`config.mk`:
```
export PLATFORM = sky130hd
export DESIGN_NAME = imm_target_gen
export DESIGN_NICKNAME = d
export VERILOG_FILES = /design/src/rtl/imm_pkg.sv /design/src/rtl/imm_lane_decode.sv /design/src/rtl/imm_target_gen.sv
export SDC_FILE = /design/constraint.sdc
export NUM_CORES = 1
export LEC_CHECK = 0
export CORE_AREA = 3 3 186 188
export CTS_CLUSTER_DIAMETER = 150
export DETAILED_ROUTE_END_ITERATION = 10
export DIE_AREA = 0 0 189 191
export GPL_TIMING_DRIVEN = 0
export PLACE_DENSITY = 0.74
export SLEW_MARGIN = 5
export SYNTH_ARGS = -nofsm -noshare
export SYNTH_HDL_FRONTEND = slang
export SYNTH_SLANG_ARGS = --single-unit
```
`constraint.sdc`:
```
create_clock -name clk -period 4.7 [get_ports clk]
set_input_delay 0.94 -clock clk [delete_from_list [all_inputs] [get_ports clk]]
set_output_delay 0.94 -clock clk [all_outputs]
set_load 0.03 [all_outputs]
```
`src/rtl/imm_pkg.sv`:
```
// Shared types and constants for the immediate/target generator.
package imm_pkg;

  // Widest supported datapath; per-lane results are carried at this width.
  localparam int unsigned XLEN_MAX       = 64;
  localparam int unsigned LANE_PC_STRIDE = 4;
  localparam int unsigned IMM_SRC_W      = 3;

  typedef enum logic [IMM_SRC_W-1:0] {
    IMM_I = 3'd0,
    IMM_S = 3'd1,
    IMM_B = 3'd2,
    IMM_J = 3'd3,
    IMM_U = 3'd4
  } imm_src_e;

  // imm/target hold the XLEN-wide value in the low bits, upper bits zero.
  typedef struct packed {
    logic [XLEN_MAX-1:0] imm;
    logic [XLEN_MAX-1:0] target;
    logic                illegal;
  } lane_result_t;

endpackage

```
`src/rtl/imm_lane_decode.sv`:
```
// Per-lane immediate extraction and PC-relative target computation.
module imm_lane_decode
  import imm_pkg::*;
#(
  parameter int unsigned XLEN = 32,
  parameter int unsigned ILEN = 32
) (
  input  logic [ILEN-1:0]      instr,
  input  logic [IMM_SRC_W-1:0] imm_src,
  input  logic                 lane_en,
  input  logic [XLEN-1:0]      lane_pc,
  output lane_result_t         result
);

  logic [31:0]     imm32;
  logic            legal;
  logic [XLEN-1:0] imm_x;
  logic [6:0]      unused_opcode;

  // Opcode bits never contribute to any immediate.
  assign unused_opcode = instr[6:0];

  // Assemble the 32-bit immediate for the selected format.
  always_comb begin
    imm32 = '0;
    legal = 1'b1;
    case (imm_src_e'(imm_src))
      IMM_I:   imm32 = {{20{instr[31]}}, instr[31:20]};
      IMM_S:   imm32 = {{20{instr[31]}}, instr[31:25], instr[11:7]};
      IMM_B:   imm32 = {{19{instr[31]}}, instr[31], instr[7], instr[30:25], instr[11:8], 1'b0};
      IMM_J:   imm32 = {{11{instr[31]}}, instr[31], instr[19:12], instr[20], instr[30:21], 1'b0};
      IMM_U:   imm32 = {instr[31:12], 12'b0};
      default: legal = 1'b0;
    endcase
  end

  // Every 32-bit immediate carries its sign in bit 31, so one extension suffices.
  assign imm_x = XLEN'($signed(imm32));

  // Masked lanes are all-zero; illegal formats pass the lane PC through.
  always_comb begin
    result = '0;
    if (lane_en) begin
      if (legal) begin
        result.imm    = XLEN_MAX'(imm_x);
        result.target = XLEN_MAX'(lane_pc + imm_x);
      end else begin
        result.target = XLEN_MAX'(lane_pc);
      end
      result.illegal = ~legal;
    end
  end

endmodule

```
`src/rtl/imm_target_gen.sv`:
```
// Multi-lane immediate/target generator with a registered skid-buffered output.
module imm_target_gen
  import imm_pkg::*;
#(
  parameter int unsigned XLEN  = 32,
  parameter int unsigned LANES = 2,
  parameter int unsigned ILEN  = 32
) (
  input  logic                     clk,
  input  logic                     rst_n,
  input  logic                     in_valid,
  output logic                     in_ready,
  input  logic [LANES*ILEN-1:0]    in_instr,
  input  logic [LANES*IMM_SRC_W-1:0] in_imm_src,
  input  logic [XLEN-1:0]          in_pc,
  input  logic [LANES-1:0]         in_lane_en,
  output logic                     out_valid,
  input  logic                     out_ready,
  output logic [LANES*XLEN-1:0]    out_imm,
  output logic [LANES*XLEN-1:0]    out_target,
  output logic [LANES-1:0]         out_illegal,
  output logic [LANES-1:0]         out_lane_en
);

  // Encoding is {main_valid, skid_valid}; 2'b01 must never occur.
  typedef enum logic [1:0] {
    StEmpty = 2'b00,
    StOne   = 2'b10,
    StFull  = 2'b11
  } state_e;

  state_e state_q, state_d;
  logic   main_valid, skid_valid;
  logic   main_load_in, main_load_skid, skid_load;

  lane_result_t dec_res [LANES];
  logic [LANES*XLEN-1:0] dec_imm, dec_target;
  logic [LANES-1:0]      dec_illegal;

  logic [LANES*XLEN-1:0] main_imm_q, main_target_q, skid_imm_q, skid_target_q;
  logic [LANES-1:0]      main_illegal_q, main_lane_en_q, skid_illegal_q, skid_lane_en_q;

  for (genvar i = 0; i < LANES; i++) begin : g_lane
    logic [XLEN-1:0] lane_pc;
    assign lane_pc = in_pc + XLEN'(LANE_PC_STRIDE * i);

    imm_lane_decode #(
      .XLEN(XLEN),
      .ILEN(ILEN)
    ) u_decode (
      .instr  (in_instr[i*ILEN +: ILEN]),
      .imm_src(in_imm_src[i*IMM_SRC_W +: IMM_SRC_W]),
      .lane_en(in_lane_en[i]),
      .lane_pc(lane_pc),
      .result (dec_res[i])
    );

    assign dec_imm[i*XLEN +: XLEN]    = dec_res[i].imm[XLEN-1:0];
    assign dec_target[i*XLEN +: XLEN] = dec_res[i].target[XLEN-1:0];
    assign dec_illegal[i]             = dec_res[i].illegal;

    // Upper result bits are always zero below the widest XLEN.
    if (XLEN < XLEN_MAX) begin : g_hi
      logic [2*(XLEN_MAX-XLEN)-1:0] unused_hi;
      assign unused_hi = {dec_res[i].imm[XLEN_MAX-1:XLEN], dec_res[i].target[XLEN_MAX-1:XLEN]};
    end
  end

  assign main_valid = state_q[1];
  assign skid_valid = state_q[0];

  // State register.
  always_ff @(posedge clk) begin
    if (!rst_n) begin
      state_q <= StEmpty;
    end else begin
      state_q <= state_d;
    end
  end

  // Next-state: occupancy of the two-entry output stage.
  always_comb begin
    state_d = state_q;
    case (state_q)
      StEmpty: if (in_valid) state_d = StOne;
      StOne: begin
        if (in_valid && !out_ready) begin
          state_d = StFull;
        end else if (!in_valid && out_ready) begin
          state_d = StEmpty;
        end
      end
      StFull:  if (out_ready) state_d = StOne;
      default: state_d = StEmpty;
    endcase
  end

  // Outputs: handshake and register load enables; in_ready depends on state only.
  always_comb begin
    in_ready       = 1'b0;
    out_valid      = 1'b0;
    main_load_in   = 1'b0;
    main_load_skid = 1'b0;
    skid_load      = 1'b0;
    case (state_q)
      StEmpty: begin
        in_ready     = 1'b1;
        main_load_in = in_valid;
      end
      StOne: begin
        in_ready     = 1'b1;
        out_valid    = 1'b1;
        main_load_in = in_valid && out_ready;
        skid_load    = in_valid && !out_ready;
      end
      StFull: begin
        out_valid      = 1'b1;
        main_load_skid = out_ready;
      end
      default: ;
    endcase
  end

  // Data registers: main feeds the outputs, skid catches one bundle under back-pressure.
  always_ff @(posedge clk) begin
    if (!rst_n) begin
      main_imm_q     <= '0;
      main_target_q  <= '0;
      main_illegal_q <= '0;
      main_lane_en_q <= '0;
      skid_imm_q     <= '0;
      skid_target_q  <= '0;
      skid_illegal_q <= '0;
      skid_lane_en_q <= '0;
    end else begin
      if (main_load_skid) begin
        main_imm_q     <= skid_imm_q;
        main_target_q  <= skid_target_q;
        main_illegal_q <= skid_illegal_q;
        main_lane_en_q <= skid_lane_en_q;
      end else if (main_load_in) begin
        main_imm_q     <= dec_imm;
        main_target_q  <= dec_target;
        main_illegal_q <= dec_illegal;
        main_lane_en_q <= in_lane_en;
      end
      if (skid_load) begin
        skid_imm_q     <= dec_imm;
        skid_target_q  <= dec_target;
        skid_illegal_q <= dec_illegal;
        skid_lane_en_q <= in_lane_en;
      end
    end
  end

  assign out_imm     = main_imm_q;
  assign out_target  = main_target_q;
  assign out_illegal = main_illegal_q;
  assign out_lane_en = main_lane_en_q;

  a_no_skid_without_main: assert property (@(posedge clk) disable iff (!rst_n)
    !(skid_valid && !main_valid));

  a_hold_under_stall: assert property (@(posedge clk) disable iff (!rst_n)
    (out_valid && !out_ready) |=> ($stable(out_imm) && $stable(out_target) &&
                                   $stable(out_illegal) && $stable(out_lane_en)));

endmodule
```
==> results of run 1 <==
## cell usage in the layout, fill, tap and decap left out, types with 43 or more instances in the layout
master / count
ha_1: 46
nor2_1: 256
nand3_1: 128
nand2_1: 297
o211ai_1: 43
a21oi_1: 213
clkdlybuf4s50_1: 200
dfxtp_1: 266
clkbuf_1: 140
xnor2_1: 51
o21ai_0: 135
## flip-flops by register name (all words and copies together), names as in the netlist
name / cells
out_imm: 64
skid_target_q: 64
out_target: 64
skid_illegal_q: 2
skid_lane_en_q: 2
state_q: 2
out_lane_en: 2
out_illegal: 2
skid_imm_q: 64
## power by group through the flow
| stage | sequential [mW] | combinational, mW | clock (mW) |
|---|---|---|---|
| after global routing | 2.57 | 2.75 | 2.63 |
| after floorplan | 2.89 | 1.17 | 0 |
| after CTS | 2.55 | 2.49 | 2.54 |
| final | 2.56 | 2.60 | 2.54 |
| after detailed placement | 2.60 | 2.43 | 0 |
| after global placement | 2.60 | 2.41 | 0 |
## metrics by stage
stage               util, %  setup WS [ns]
floorplan                 -         0.0162
global placement       57.9          -1.57
detailed placement     57.9          -1.66
CTS                    62.1        0.00572
global route           63.4        -0.0276
finish                 63.4         0.0339
## routing by layer
layer	track usage, %	vias to the layer above	routed length [um]
met5	0	-	13
met1	48.6	8949	28500
met3	5.50	268	6390
met2	61.1	1066	31800
met4	25.6	2	5540
li1	-	8526	-
## final timing paths
| kind | startpoint | to | slack, ns | cells past startpoint |
|---|---|---|---|---|
| worst max-delay path | in_pc[11] | out_target[63] | 0.03 | 19 |
| worst min-delay path | skid_target_q[23] | skid_target_q[23] | 0.45 | 2 |
| worst max register to register | state_q[0] | out_imm[62] | 0.95 | 8 |
| worst min register to register | skid_target_q[23] | skid_target_q[23] | 0.45 | 2 |
## tightest hold or removal path: cells and delay by family, from the launching register on
kind          cells  cell delay [ns]
flops             1             0.31
simple gates      2             0.09
## cell type report
| cell class | instances | area (sq um) |
|---|---|---|
| fill | 3031 | 12200 |
| multi-input combinational | 1737 | 10900 |
| sequential | 266 | 5330 |
| timing repair buffer | 249 | 2400 |
| clock buffer | 41 | 851 |
| buffer | 184 | 797 |
| tap | 448 | 561 |
| clock inverter | 13 | 205 |
| inverter | 34 | 128 |
## repair_timing
item                                    CTS  global route
buffers inserted                         10            24
resized for setup                        83            85
endpoints found under the setup margin   83            43
pin swaps                                12            21
## cells by family after synthesis
family                     count (synthesis)
and+or+nand+nor                          875
buffers and inverters                    223
muxes                                     20
DFF                                      266
AOI/OAI and AO/OA                        682
xor gates and xnor gates                  92
adders and majority gates                 68
==> out/metrics.cfg, run 1 <==
[outcome]
status=completed

[finish]
drive_gt1_share_pct=8.64
antenna_cells=0
final_area_sq_um=21100
syn2layout_area_growth_pct=27.8
fin_nets=2665
instances_no_fill=2972

[synth]
synth_top_area_share_pct=32.2
ys_ff_latch=266
synth_compound_area_share_pct=27.0
seq_area_frac_synth_pct=32.2
synth_most_common_cell=nand2_1
ys.flop_type=dfxtp_1
synth_warnings=0
synth.cell_area_sq_um=16500
synth_xor_area_share_pct=4.88
syn_nets=2390
synth_top_family_by_area=compound AO/OA/AOI/OAI gates
async_flop_share_pct=0
ys_types=94
yosys-top-cells-count=nand2_1, dfxtp_1, nor2_1
syn_area_per_cell_sq_um=7.42
synth-edff-count=0
synth_fa_ha_area_share_pct=5.08
ys_top_cells_by_area=dfxtp_1, nand2_1, a21oi_1
muxShareOfSynthArea_pct=1.21
synth-simple-area-share_pct=24.3
synth_top_area_cell=dfxtp_1
syn_inst=2226

[die]
coreArea_sq_um=33300
die_w_um=189
initial_core_util_pct=49.6
io_pins=242
die_h_um=191
dieArea_sq_um=36100
rows=67

[power_and_ir_drop]
seqPwrFrac_pct=33.2
combPwrFrac_pct=33.7
power_mw=7.70
clkPwrFrac_pct=33.0
switching_share_pct=36.0
peakVddDrop_mv=0.403
p_int_mw=4.93
leakagePower_nw=7.93
switchingPower_mw=2.78
powerDensity_nw_per_um2=365

[setup_path]
cp_slowest_cell=clkdlybuf4s50_1
startpoint_type=input pin
crit_required_ns=5.19
critical_path_buf_inv_count=4
max_stage_delay_ns=0.51
cp_top_family=simple AND/OR/NAND/NOR gates
cpMostUsedCell=buf_4
critPathArrivalTime_ns=5.16
path_class=input pin to flip-flop
path_cells=clkdlybuf4s50_1 > buf_6 > nand4_1 > nor4_2 > nand2_1 > buf_4 > nor3_4 > xor2_2 > buf_4 > ha_4 > nand3_2 > o31ai_4 > a41oi_2 > a211oi_2 > nand4b_1 > and2_1 > a311oi_4 > or3_1 > a31oi_1
crit_fanout=10
endpoint_kind=flip-flop

[placement]
placed_area_sq_um=19300
io_buffers=215
gp_congestion=1.00
placed_cells=2889
dpl.hpwl_um=55900

[clock_network]
insertion_delay_ns=0.58
tritoncts=yes
htree_levels=1
cts_hold_buf=0
clockBufferDepth=3
cts-root-buf=clkbuf_16
numCtsBuffers=29
cts_sinks=266
clkTransAtPathRegs_ns=0.07

[timing]
max_clock_freq_ghz=0.214
rsz0062_at_grt=yes
worst_pin_slew_ns=1.21
max_slew_margin_pct=19.6
finalHoldWorstSlack_ns=0.450
setup_violations=0
finalHoldViolCount=0
slew_viol_final=0
fin_setup_tns_ns=0
period_share_pct=99.3
clock_skew_ns=0.0136
min_period_ns=4.67

[global_route]
grt_usage_pct=38.4
grt_max_degree=29
antenna_found_initial=1
grt_pass1_wl_um=107000
grt_pass1_vias=17672
grt_overflow_total=0

[detailed_routing]
postRouteAntennaNets=0
drcViolationCount=0
vias=18811
wl_per_cell_um=24.3
viasPerCell=6.33
drt_first_iter_violations=1923
drtPass1Iterations=8
routed_wl_um=72200

[worst_hold_path]
min_path_type=flip-flop to flip-flop

[job]
drv_cap=0

(Power assumes the default switching activity.)
==> run 2, diff against run 1 <==
--- a/config.mk
+++ b/config.mk
@@ -5,12 +5,12 @@
 export SDC_FILE = /design/constraint.sdc
 export NUM_CORES = 1
 export LEC_CHECK = 0
-export CORE_AREA = 3 3 186 188
+export CORE_AREA = 3 3 183 185
 export CTS_CLUSTER_DIAMETER = 150
 export DETAILED_ROUTE_END_ITERATION = 10
-export DIE_AREA = 0 0 189 191
+export DIE_AREA = 0 0 186 188
 export GPL_TIMING_DRIVEN = 0
-export PLACE_DENSITY = 0.74
+export PLACE_DENSITY = 0.73
 export SLEW_MARGIN = 5
 export SYNTH_ARGS = -nofsm -noshare
 export SYNTH_HDL_FRONTEND = slang
==> constraint.sdc (replaced) <==
create_clock -name clk -period 4.54 [get_ports clk]
set_input_delay 0.908 -clock clk [delete_from_list [all_inputs] [get_ports clk]]
set_output_delay 0.908 -clock clk [all_outputs]
set_load 0.03 [all_outputs]
==> run 2 against run 1 <==
Design area shrank 0.90%. Global-route usage up 0.12 points. Power decreased by 0.61%. Sequential power up 4%. Sequential share of layout area is 0.23 points higher. Clock skew grew 0.0064 ns. Flip-flop and latch count unchanged. Critical endpoint unchanged.
==> out/metrics.cfg, run 2 (same netlist as run 1, synthesis figures left out) <==
[clock_network]
tritoncts=yes  ; unchanged
clkTransAtPathRegs_ns=0.06  ; was 0.07 ns
cts_sinks=266  ; unchanged
clockBufferDepth=3  ; unchanged
numCtsBuffers=29  ; unchanged
insertion_delay_ns=0.56  ; was 0.58 ns
htree_levels=1  ; unchanged
cts-root-buf=clkbuf_16  ; unchanged

[finish]
final_area_sq_um=20900  ; was 21,100 sq um
syn2layout_area_growth_pct=26.7  ; was 27.8%
layout_common_cells=nand2_1, dfxtp_1, nor2_1  ; unchanged
instances_no_fill=2929  ; was 2,972
fin_nets=2666  ; was 2,665
fillers=2825  ; was 3,031
mostFrequentLayoutCell=nand2_1  ; unchanged
drive_gt1_share_pct=8.37  ; was 8.64%
antenna_cells=0  ; unchanged

[timing]
max_clock_freq_ghz=0.223
max_slew_margin_pct=24.5  ; was 19.6%
fin_setup_tns_ns=0  ; unchanged
setup_violations=0  ; unchanged
finalHoldViolCount=0  ; unchanged
slew_viol_final=0  ; unchanged
finalHoldWorstSlack_ns=0.449  ; was 0.450 ns
worst_slack_ns=0.0523  ; was 0.0339 ns
min_period_ns=4.49
period_share_pct=98.8
clock_skew_ns=0.0200  ; was 0.0136 ns
worst_pin_slew_ns=1.13  ; was 1.21 ns
rsz0062_at_grt=yes  ; unchanged

[placement]
placed_cells=2849  ; was 2,889
gp_congestion=1.00  ; about the same
placed_area_sq_um=19200  ; was 19,300 sq um
dp_slack_ns=-1.75  ; was -1.66 ns
io_buffers=215  ; unchanged
dpl.hpwl_um=54400  ; was 55,900 um

[die]
io_pins=242  ; unchanged
coreArea_sq_um=32200  ; was 33,300 sq um
dieArea_sq_um=35000  ; was 36,100 sq um
die_w_um=186  ; was 189 um
initial_core_util_pct=51.3  ; was 49.6%
rows=66  ; was 67
die_h_um=188  ; was 191 um

[detailed_routing]
wl_per_cell_um=24.0  ; was 24.3 um
vias=18810  ; was 18,811
routed_wl_um=70300  ; was 72,200 um
viasPerCell=6.42  ; was 6.33
drtPass1Iterations=6  ; was 8
drt_first_iter_violations=1988  ; was 1,923
postRouteAntennaNets=0  ; unchanged
drcViolationCount=0  ; unchanged

[worst_hold_path]
worstHoldStart=skid_target_q[30]  ; was skid_target_q[23]
min_path_type=flip-flop to flip-flop  ; unchanged

[setup_path]
path_cells=clkbuf_1 > nand4_1 > nor4_4 > nand2_2 > buf_4 > xnor2_4 > ha_4 > a21o_1 > a21o_1 > a21oi_2 > o31ai_2 > a41oi_2 > a211oi_4 > nand4b_1 > a211oi_2 > a311oi_4 > or3_1 > a31oi_1  ; was clkdlybuf4s50_1 > buf_6 > nand4_1 > nor4_2 > nand2_1 > buf_4 > nor3_4 > xor2_2 > buf_4 > ha_4 > nand3_2 > o31ai_4 > a41oi_2 > a211oi_2 > nand4b_1 > and2_1 > a311oi_4 > or3_1 > a31oi_1
r2r-start=state_q[1]  ; was state_q[0]
critical_path_buf_inv_count=2  ; was 4
path_class=input pin to flip-flop  ; unchanged
critPathArrivalTime_ns=4.97  ; was 5.16 ns
crit_required_ns=5.03  ; was 5.19 ns
startpoint=in_pc[13]  ; was in_pc[11]
endpoint_kind=flip-flop  ; unchanged
cp_slowest_cell=clkbuf_1  ; was clkdlybuf4s50_1
startpoint_type=input pin  ; unchanged
crit_fanout=9  ; was 10
cp_top_family=compound AO/OA/AOI/OAI gates  ; was simple AND/OR/NAND/NOR gates
max_stage_delay_ns=0.38  ; was 0.51 ns
cpMostUsedCell=a21o_1  ; was buf_4

[global_route]
grt_pass1_vias=17528  ; was 17,672
grt_max_degree=29  ; unchanged
grt_pass1_wl_um=104000  ; was 107,000 um
grt_overflow_total=0  ; unchanged
grt_usage_pct=38.5  ; was 38.4%
antenna_found_initial=0  ; was 1

[outcome]
status=completed  ; unchanged

[job]
drv_cap=0  ; unchanged

[power_and_ir_drop]
peakVddDrop_mv=0.331  ; was 0.403 mV
powerDensity_nw_per_um2=366  ; was 365 nW/um^2
leakagePower_nw=7.89  ; was 7.93 nW

[run 2: changes by cell type in the layout (fill, tap and decap cells not counted), sizes merged]
cell           previous run  this run
bufinv                    5         1
dlymetal6s2s              6         7
clkinv                    6         2
clkdlybuf4s15             3         1
dlygate4sd2               1         2
clkbuf                  185       192
inv                      36        37
clkdlybuf4s50           200       197
[run 2: cell type report]
cell class                      count  area, sq um  share of cell area [%]
Sequential cell                   266         5330                    25.5
Clock inverter                      6         70.1                   0.335
Clock buffer                       44          852                    4.07
Inverter                           34          128                   0.610
Multi-Input combinational cell   1737        10800                    51.7
Tap cell                          408          510                    2.44
Buffer                            184          796                    3.80
Timing Repair Buffer              250         2420                    11.6
[run 2: per-layer routing]
layer / GRT usage [%] / part of all wire (%)
met4: 24.1 / 7.8
met5: 0 / 0
met3: 5.74 / 9.3
met2: 58.7 / 43
met1: 51.0 / 40
[run 2: tightest hold or removal path, stage by stage, from the launching register on]
cell	delay, ns
dfxtp_1	0.31
nand2_1	0.05
a21oi_1	0.05
[run 2: power by group]
part           internal (mW)  total [mW]  switching, mW
clock network           1.35        2.33          0.984
registers               2.53        2.65          0.118
logic                  0.982        2.68           1.69
[run 2: final timing paths]
path                  endpoint  slack (ns)  cells after the start
min reg2reg  skid_target_q[30]        0.45                      2
min          skid_target_q[30]        0.45                      2
max             out_target[63]        0.05                     18
max reg2reg     out_illegal[0]        0.84                      8
[run 2: metrics by stage]
stage	power, mW	util, %
2_1_floorplan	4.20	-
3_3_place_gp	5.16	59.7
3_5_place_dp	5.19	59.7
4_1_cts	7.56	63.9
5_1_grt	7.94	65.0
6_report	7.65	65.0
[run 2: timing repair]
| action | 4_1_cts | 5_1_grt |
|---|---|---|
| pin swaps | 18 | 23 |
| buffers inserted | 21 | 14 |
| hold buffers | 0 | 0 |
| endpoints found under the setup margin | 82 | 40 |
| gates resized for setup | 94 | 84 |
| cloned | 0 | 0 |
